**src/rtl/iagc_pkg.sv**
```systemverilog
// Shared definitions for the IAGC gain-control slice: FSM states, gain width,
// status word layout.
package iagc_pkg;

  typedef enum logic [1:0] {
    ST_ACQUIRE = 2'd0,
    ST_DECIDE  = 2'd1,
    ST_HOLDOFF = 2'd2
  } iagc_state_t;

  localparam int unsigned GAIN_W          = 3;
  localparam int unsigned STATUS_CLIP_BIT = 3;
  localparam int unsigned STATUS_GAIN_LSB = 0;

  typedef logic [GAIN_W-1:0] gain_t;

  localparam gain_t MAX_GAIN = 3'd7;

  // Pack clip flag and gain index into the 4-bit status word.
  function automatic logic [3:0] make_status(input logic clip, input gain_t gain);
    logic [3:0] s;
    s = '0;
    s[STATUS_CLIP_BIT] = clip;
    s[STATUS_GAIN_LSB +: GAIN_W] = gain;
    return s;
  endfunction

endpackage

```
**src/rtl/iagc_scale_sat.sv**
```systemverilog
// One channel: two's-complement sample shifted left by the gain index,
// saturated to the sample width, plus its unsigned magnitude.
module iagc_scale_sat
  import iagc_pkg::*;
#(
  parameter int unsigned DATA_W = 14
) (
  input  logic [DATA_W-1:0] data_in,
  input  gain_t             gain,
  output logic [DATA_W-1:0] data_out,
  output logic [DATA_W-1:0] magnitude,
  output logic              clip
);

  localparam int unsigned WIDE_W = DATA_W + 32'(MAX_GAIN);

  logic [WIDE_W-1:0]   wide;
  logic [WIDE_W-DATA_W:0] upper;

  // Shift in a widened domain; the result fits iff every bit above the
  // output sign bit equals that sign bit.
  always_comb begin
    wide      = {{(WIDE_W-DATA_W){data_in[DATA_W-1]}}, data_in} << gain;
    upper     = wide[WIDE_W-1:DATA_W-1];
    clip      = !((&upper) || (~|upper));
    data_out  = wide[DATA_W-1:0];
    if (clip) begin
      data_out = wide[WIDE_W-1] ? {1'b1, {(DATA_W-1){1'b0}}} : {1'b0, {(DATA_W-1){1'b1}}};
    end
    magnitude = data_out[DATA_W-1] ? (~data_out + DATA_W'(1)) : data_out;
  end

endmodule

```
**src/rtl/iagc_gain_ctrl.sv**
```systemverilog
// IAGC stage: two-stage scale/saturate pipeline for both Zmod channels with a
// per-window gain decision FSM. Optional manual gain override is enabled by
// defining IAGC_MANUAL_EN (adds i_manual / i_manual_gain).
module iagc_gain_ctrl
  import iagc_pkg::*;
#(
  parameter int unsigned ZMOD_DATA_SIZE   = 14,
  parameter int unsigned IAGC_STATUS_SIZE = 4,
  parameter int unsigned WINDOW_LOG2      = 10,
  parameter int unsigned HOLDOFF          = 16,
  parameter int unsigned TH_HIGH          = 6144,
  parameter int unsigned TH_LOW           = 3072,
  parameter int unsigned INIT_GAIN        = 0
) (
  input  logic                        i_clock,
  input  logic                        i_reset,
  input  logic [ZMOD_DATA_SIZE-1:0]   i_data_ch1,
  input  logic [ZMOD_DATA_SIZE-1:0]   i_data_ch2,
  input  logic                        i_valid,
`ifdef IAGC_MANUAL_EN
  input  logic                        i_manual,
  input  logic [GAIN_W-1:0]           i_manual_gain,
`endif
  output logic [ZMOD_DATA_SIZE-1:0]   o_data_ch1,
  output logic [ZMOD_DATA_SIZE-1:0]   o_data_ch2,
  output logic                        o_sample,
  output logic [IAGC_STATUS_SIZE-1:0] o_iagc_status
);

  localparam int unsigned N     = ZMOD_DATA_SIZE;
  localparam int unsigned CNT_W = (WINDOW_LOG2 + 1 > $clog2(HOLDOFF + 1)) ?
                                  WINDOW_LOG2 + 1 : $clog2(HOLDOFF + 1);
  localparam logic [CNT_W-1:0] WIN_LAST  = CNT_W'((1 << WINDOW_LOG2) - 1);
  localparam logic [CNT_W-1:0] HOLD_LAST = CNT_W'(HOLDOFF - 1);
  localparam logic [N-1:0]     TH_HI_N   = N'(TH_HIGH);
  localparam logic [N-1:0]     TH_LO_N   = N'(TH_LOW);
  localparam gain_t            INIT_G    = GAIN_W'(INIT_GAIN);

  iagc_state_t state, state_next;
  gain_t       gain, gain_next;
  logic        manual_hold;
  gain_t       manual_gain;

  logic         s1_valid;
  logic [N-1:0] s1_ch1, s1_ch2;
  logic [N-1:0] sc1_out, sc2_out, sc1_mag, sc2_mag;
  logic         sc1_clip, sc2_clip;
  logic [N-1:0] s2_mag1, s2_mag2, sample_peak;
  logic         s2_clip;

  logic [N-1:0]                  peak;
  logic                          clip_seen;
  logic [CNT_W-1:0]              cnt;
  logic [IAGC_STATUS_SIZE-1:0]   status;

`ifdef IAGC_MANUAL_EN
  assign manual_hold = i_manual;
  assign manual_gain = i_manual_gain;
`else
  assign manual_hold = 1'b0;
  assign manual_gain = '0;
`endif

  iagc_scale_sat #(.DATA_W(N)) u_scale_ch1 (
    .data_in(s1_ch1), .gain(gain), .data_out(sc1_out), .magnitude(sc1_mag), .clip(sc1_clip)
  );

  iagc_scale_sat #(.DATA_W(N)) u_scale_ch2 (
    .data_in(s1_ch2), .gain(gain), .data_out(sc2_out), .magnitude(sc2_mag), .clip(sc2_clip)
  );

  assign sample_peak   = (s2_mag1 > s2_mag2) ? s2_mag1 : s2_mag2;
  assign o_iagc_status = status;

  // Data path: input register, then scale/saturate register; never stalls.
  always_ff @(posedge i_clock) begin
    if (i_reset) begin
      s1_valid   <= 1'b0;
      s1_ch1     <= '0;
      s1_ch2     <= '0;
      o_sample   <= 1'b0;
      o_data_ch1 <= '0;
      o_data_ch2 <= '0;
      s2_mag1    <= '0;
      s2_mag2    <= '0;
      s2_clip    <= 1'b0;
    end else begin
      s1_valid <= i_valid;
      if (i_valid) begin
        s1_ch1 <= i_data_ch1;
        s1_ch2 <= i_data_ch2;
      end
      o_sample <= s1_valid;
      if (s1_valid) begin
        o_data_ch1 <= sc1_out;
        o_data_ch2 <= sc2_out;
        s2_mag1    <= sc1_mag;
        s2_mag2    <= sc2_mag;
        s2_clip    <= sc1_clip | sc2_clip;
      end
    end
  end

  // FSM state register.
  always_ff @(posedge i_clock) begin
    if (i_reset) state <= ST_ACQUIRE;
    else         state <= state_next;
  end

  // Next state and gain decision; counting is on emitted output samples.
  always_comb begin
    state_next = state;
    gain_next  = gain;
    case (state)
      ST_ACQUIRE: if (o_sample && cnt == WIN_LAST) state_next = ST_DECIDE;
      ST_DECIDE: begin
        if (clip_seen || peak > TH_HI_N) begin
          if (gain != '0) gain_next = gain - 1'b1;
        end else if (peak < TH_LO_N) begin
          if (gain != MAX_GAIN) gain_next = gain + 1'b1;
        end
        state_next = (gain_next != gain) ? ST_HOLDOFF : ST_ACQUIRE;
      end
      ST_HOLDOFF: if (o_sample && cnt == HOLD_LAST) state_next = ST_ACQUIRE;
      default:    state_next = ST_ACQUIRE;
    endcase
    if (manual_hold) begin
      state_next = ST_ACQUIRE;
      gain_next  = manual_gain;
    end
  end

  // Window measurement, gain and status registers.
  always_ff @(posedge i_clock) begin
    if (i_reset) begin
      gain      <= INIT_G;
      status    <= make_status(1'b0, INIT_G);
      peak      <= '0;
      clip_seen <= 1'b0;
      cnt       <= '0;
    end else begin
      gain <= gain_next;
      if (manual_hold) begin
        status    <= make_status(1'b0, manual_gain);
        peak      <= '0;
        clip_seen <= 1'b0;
        cnt       <= '0;
      end else begin
        case (state)
          ST_ACQUIRE: if (o_sample) begin
            if (sample_peak > peak) peak <= sample_peak;
            clip_seen <= clip_seen | s2_clip;
            cnt       <= cnt + 1'b1;
          end
          ST_DECIDE: begin
            status    <= make_status(clip_seen, gain_next);
            peak      <= '0;
            clip_seen <= 1'b0;
            cnt       <= '0;
          end
          ST_HOLDOFF: if (o_sample) cnt <= (cnt == HOLD_LAST) ? '0 : cnt + 1'b1;
          default: cnt <= '0;
        endcase
      end
    end
  end

endmodule

```
**config.mk**
```make
export PLATFORM = sky130hd
export DESIGN_NAME = iagc_gain_ctrl
export DESIGN_NICKNAME = d
export VERILOG_FILES = /design/src/rtl/iagc_pkg.sv /design/src/rtl/iagc_scale_sat.sv /design/src/rtl/iagc_gain_ctrl.sv
export SDC_FILE = /design/constraint.sdc
export NUM_CORES = 1
export LEC_CHECK = 0
export CORE_MARGIN = 2
export CORE_UTILIZATION = 55
export DETAILED_ROUTE_END_ITERATION = 16
export GPL_TIMING_DRIVEN = 0
export PLACE_DENSITY = 0.86
export SLEW_MARGIN = 20
export SYNTH_ARGS = -nofsm -noshare
export SYNTH_HDL_FRONTEND = slang
export SYNTH_SLANG_ARGS = --single-unit
```
**constraint.sdc**
```tcl
create_clock -name i_clock -period 14.6 [get_ports i_clock]
set_clock_uncertainty 0.05 [all_clocks]
set_input_delay 2.19 -clock i_clock [delete_from_list [all_inputs] [get_ports i_clock]]
set_output_delay 2.19 -clock i_clock [all_outputs]
set_load 0.02 [all_outputs]
```
Word-level counts from Yosys, hierarchy flattened

Cells that the tools add are included.

Flip-flop bits (word level): 122
Output and inout bits: 33
Word-level logic and storage cells: 87

$add $sub $neg: 5
$lt $le $gt $ge: 4
Eq/ne operators: 11
Shifts and indexed selects: 2
Muxes and demuxes: 26
Bitwise logic cells: 4
Reduce and logical (&&, ||, !) cells: 20

Operators with widths:

| kind                                                   | number |
|---|---|
| two-way mux 14 bit                                     | 9 |
| << shifter 21 x 3 -> 21 bit                            | 2 |
| two-way mux 11 bit                                     | 3 |
| adder 14 x 1 -> 14 bit (second input constant)         | 2 |
| > comparator 14 bit                                    | 2 |
| inverter 14 bit                                        | 2 |
| one-hot mux 14 bit (2 select lines)                    | 1 |
| one-hot mux 11 bit (2 select lines)                    | 1 |
| two-way mux 3 bit                                      | 6 |
| AND reduction 8 bit                                    | 2 |
| OR reduction 8 bit                                     | 2 |
| > comparator 14 x 13 -> 1 bit (second input constant)  | 1 |
| < comparator 14 x 12 -> 1 bit (second input constant)  | 1 |
| adder 11 x 1 -> 11 bit (second input constant)         | 1 |
| equality test 11 x 10 -> 1 bit (second input constant) | 1 |
| equality test 11 x 4 -> 1 bit (second input constant)  | 1 |
| != test 2 bit (second input constant)                  | 5 |
| two-way mux 2 bit                                      | 3 |
| one-hot mux 2 bit (3 select lines)                     | 1 |
| AND reduction 2 bit                                    | 3 |
| zero test 1 bit                                        | 4 |
| adder 3 x 1 -> 3 bit (second input constant)           | 1 |
| logical OR 1 bit                                       | 3 |
| != test 3 bit                                          | 1 |
| other kinds (12)                                       | 14 |

Depth between registers and ports, before layout

Depth in word-level cells: 8
Gate-level depth with buffers: 20

Hierarchy

A second synthesis with hierarchy kept.

Cells, all modules: 989
Area total of the unflattened synthesis: 8513.2 µm²

Modules (own cells, without submodules):

| module         | times used | cells each | area an instance (µm²) |
|---|---|---|---|
| iagc_gain_ctrl | 1          | 561        | 5415.2 |
| iagc_scale_sat | 2          | 214        | 1549.0 |

Worst setup path after synthesis

No wires, ideal clock.

Path kind: reg2reg
Start: reg s2_mag2[7]
End: reg peak[0]
Setup time: 79 ps
Arrival: 4699 ps
Required time: 14471 ps
Slack: 9772 ps
Cell stages (with the launch flop): 20
Path buffers: 3
Path through: dfxtp_1 > inv_1 > ha_1 > a21o_1 > a21o_1 > a21o_1 > a21o_1 > a221oi_1 > o21a_1 > buf_2 > buf_2 > mux2_2 > ha_1 > and4_1 > a221o_1 > a21oi_1 > a211oi_1 > clkbuf_1 > o2111ai_1 > o211ai_1

Cells in the longest elaborated chain, start to end: 5

RTL lines:

| item                                                                                 | line                  | source |
|---|---|---|
| start: declaration                                                                   | iagc_gain_ctrl.sv:48  | `logic [N-1:0] s2_mag1, s2_mag2, sample_peak;` |
| start signal: assignment                                                             | iagc_gain_ctrl.sv:98  | `s2_mag2 <= sc2_mag;` |
| > comparator 14 bit                                                                  | iagc_gain_ctrl.sv:72  | `assign sample_peak = (s2_mag1 > s2_mag2) ? s2_mag1 : s2_mag2;` |
| two-way mux 14 bit *                                                                 | iagc_gain_ctrl.sv:72  |  |
| > comparator 14 bit or two-way mux 14 bit (tied branches)                            | iagc_gain_ctrl.sv:151 | `if (sample_peak > peak) peak <= sample_peak;` |
| != test 2 bit (no line) or two-way mux 14 bit (tied branches)                        | n/a                   |  |
| AND reduction 3 bit (no line) or one-hot mux 14 bit (2 select lines) (tied branches) | n/a                   |  |
| end signal: assignment                                                               | iagc_gain_ctrl.sv:151 |  |
| end: declaration                                                                     | iagc_gain_ctrl.sv:51  | `logic [N-1:0] peak;` |

Every way passes the cells marked *; elsewhere a longest branch is shown, timed or not. The select of a mux whose other input is x is not followed.
A chain may end at the register's enable or synchronous reset.

Worst setup path after layout

Start: reg s2_mag2[7]
End: reg peak[5]

The elaborated chain is that of the path after synthesis.

==> metrics.txt <==
outcome=finished, final reports clean; DP HPWL=17,500 µm; global placer's final weighted congestion=0.985; Sw Ratio=0.288; Die Ht=123 µm; Comb pwr share=0.202; Die Area=0.0152 mm²; Mean Syn Cell Area=8.53 µm²; internal power=0.000758 W; WS Path Type=register to register; crit path to=peak[5]; IO Pins=64; register bit total from synthesis=120; vias in the first global route=7,318; Levels on crit path=19; Cell Rows=43; Initial Util=0.564; root buffer cell=clkbuf_16; CTS Buf Count=17; worst slew pin tran=1.03 ns; R2R cell count=19; hold bufs inserted after CTS=0; Mapped Nets=983; CP arrival=5.86 ns; final period utilization=0.381; Nets=1,064; Worst Setup SP=s2_mag2[7]; prevailing post-synth register cell=dfxtp_1; Hold/Removal Path Class=register to register; P per Cell Area=114 mW/mm²; CTS tree=built; area of the mapped netlist=0.00783 mm²; global-route wire length before repair=38,400 µm; maximum clock frequency=0.180 GHz; CP max FO=10; Cells after Synth=918; CP Cell Sequence=inv_1 > ha_1 > a21o_1 > a21o_1 > a21o_1 > a21o_1 > a221oi_1 > o21a_1 > buf_2 > buf_2 > mux2_2 > ha_1 > and4_1 > a221o_1 > a21oi_1 > a211oi_2 > clkbuf_1 > o2111ai_1 > o211ai_1; initial antenna violation count=0; # clock sinks=120; Flop pwr share=0.339; Clk network pwr share=0.459; reg-to-reg slack, setup=9.04 ns; most numerous cell in the Yosys netlist=dfxtp_1; cell repeated most along the worst path=a21o_1; WP buf/inv=4; Slew headroom=0.298; synth cell count leaders=120 x dfxtp_1, 97 x nor2_1, 78 x nand2_1, 66 x a21oi_1, 59 x mux2i_1; largest net degree at the start of global routing=17; WP data required=14.90 ns; area grow syn2layout=19.5%; Slowest-stage cell, CP=a221oi_1; Max stage delay on crit path=0.67 ns; CP Capture Type=register; max-slew violation count=0; Yosys top cell area share=0.307; dominant cell type by area after synthesis=dfxtp_1; r2r endpoint=peak[5]; clk slew on worst S/H paths=0.06 ns; CP top delay family=compound AO/OA/AOI/OAI gates; Max H-tree Level=4; final hold viol count=0; post-synthesis async set-or-reset flop share=0; leakage=3.54 nW; DRC=0; ANT cells=0; wire per inst=20.1 µm; vias per cell=6.56; core area=0.0139 mm²; Starting DRT DRC Count=987; max_cap viols=0; Max clock buf depth=2; P_sw=0.000306 W; number of unique standard cell types used by synthesis=72; layout cells sized above 1=0.115; setup total negative slack=0 ns; final WL=23,900 µm; clock latency on the worst-skew pair=0.43 ns; Tmin final=5.56 ns; CTS resizes=0; CP Launch Type=register; r2r startpoint=s2_mag2[7]; DR vias=7,815; Setup Buffers After CTS=0; WHS=0.410 ns; RSZ-0062 raised after global routing=false; GRT Util Overall=0.329; sequential area share after synthesis=0.307; largest cells by area after synthesis=dfxtp_1 31%, mux2i_1 7.5%, ha_1 5.4%; Post-synth EDFFs=0; Die W=123 µm; Pre-Repair DR Iteration Count=6; peak supply drop=0.0000831 V; PortBufs=62; DRT antenna net count=0; total global routing overflow=0; Synth warnings=0; final core occ=0.674; # setup viols final=0
==> worst min path at each step <==
stage	startpoint	to	slack, ns	depth (start not counted)
after floorplan	cnt[10]	cnt[10]	0.40	2
after global placement	o_data_ch2[9]	o_data_ch2[9]	0.40	2
after detailed placement	o_iagc_status[1]	o_iagc_status[1]	0.40	1
after CTS	o_data_ch2[9]	o_data_ch2[9]	0.41	2
after global routing	o_data_ch2[9]	o_data_ch2[9]	0.43	2
final	o_data_ch1[4]	o_data_ch1[4]	0.41	2
==> final cells by class <==
| class | count | area (µm²) |
|---|---|---|
| sequential | 120 | 2400 |
| fill | 1147 | 4530 |
| tap | 180 | 225 |
| clock inverter | 12 | 223 |
| timing repair buffer | 62 | 621 |
| multi-input combinational | 690 | 4980 |
| inverter | 43 | 161 |
| clock buffer | 19 | 453 |
| buffer | 65 | 288 |
==> per-stage QoR <==
step	total power, W	std cells	setup WS [ns]	area [µm²]
finish	0.00106	1191	9.04	9350
global route	0.00110	1191	8.62	9350
CTS	0.00106	1191	8.84	9350
detailed placement	0.000573	1160	8.93	8670
global placement	0.000568	1160	8.98	8670
floorplan	0.000510	918	9.77	7830
==> registers in the layout, indices dropped and copies added (netlist names), 4 cells and up <==
register,count
o_data_ch1,14
o_data_ch2,14
peak,14
s1_ch1,14
s1_ch2,14
s2_mag1,13
s2_mag2,13
cnt,11
o_iagc_status,4
==> worst reg2reg max path, stage by stage (launching register included) <==
cell and delay [ns]:
dfxtp_1 0.39, inv_1 0.06, ha_1 0.29, a21o_1 0.19, a21o_1 0.17, a21o_1 0.17, a21o_1 0.18, a221oi_1 0.67
o21a_1 0.22, buf_2 0.23, buf_2 0.29, mux2_2 0.38, ha_1 0.30, and4_1 0.21, a221o_1 0.15, a21oi_1 0.09
a211oi_2 0.66, clkbuf_1 0.43, o2111ai_1 0.23, o211ai_1 0.14
==> per-layer routing <==
metal	wire length, µm	global-route usage
met1	9750	0.431
met2	10900	0.517
met3	2220	0.0715
met4	1020	0.156
met5	0	0
==> cells in the final DEF, fill, tap and decap left out, types with 20 or more instances in the layout <==
cell type	instances
clkdlybuf4s50_1	62
o211ai_1	23
mux2i_1	59
a21o_1	20
mux2_2	37
inv_1	41
a21oi_1	66
o21ai_0	28
dfxtp_1	120
nor2_1	97
nand2_1	78
nand3_1	27
clkbuf_1	43
ha_1	34
==> logic make-up (layout without fill, tap and decap cells) <==
logic type | count (synthesis) | count (layout) | synth area share
fa+ha+maj | 34 | 34 | 0.0544
buf+inv | 108 | 201 | 0.0574
mux | 113 | 113 | 0.178
flops | 120 | 120 | 0.307
compound gates | 250 | 250 | 0.225
simple gates | 280 | 280 | 0.164
xor+xnor | 13 | 13 | 0.0145
==> power groups by stage <==
stage               clock, W  sequential, W  combinational [W]
floorplan                  0       0.000365           0.000145
CTS                 0.000489       0.000360           0.000209
finish              0.000489       0.000361           0.000215
global route        0.000506       0.000362           0.000235
global placement           0       0.000366           0.000202
detailed placement         0       0.000367           0.000207
Note: power is estimated with default switching activity, not from simulation.
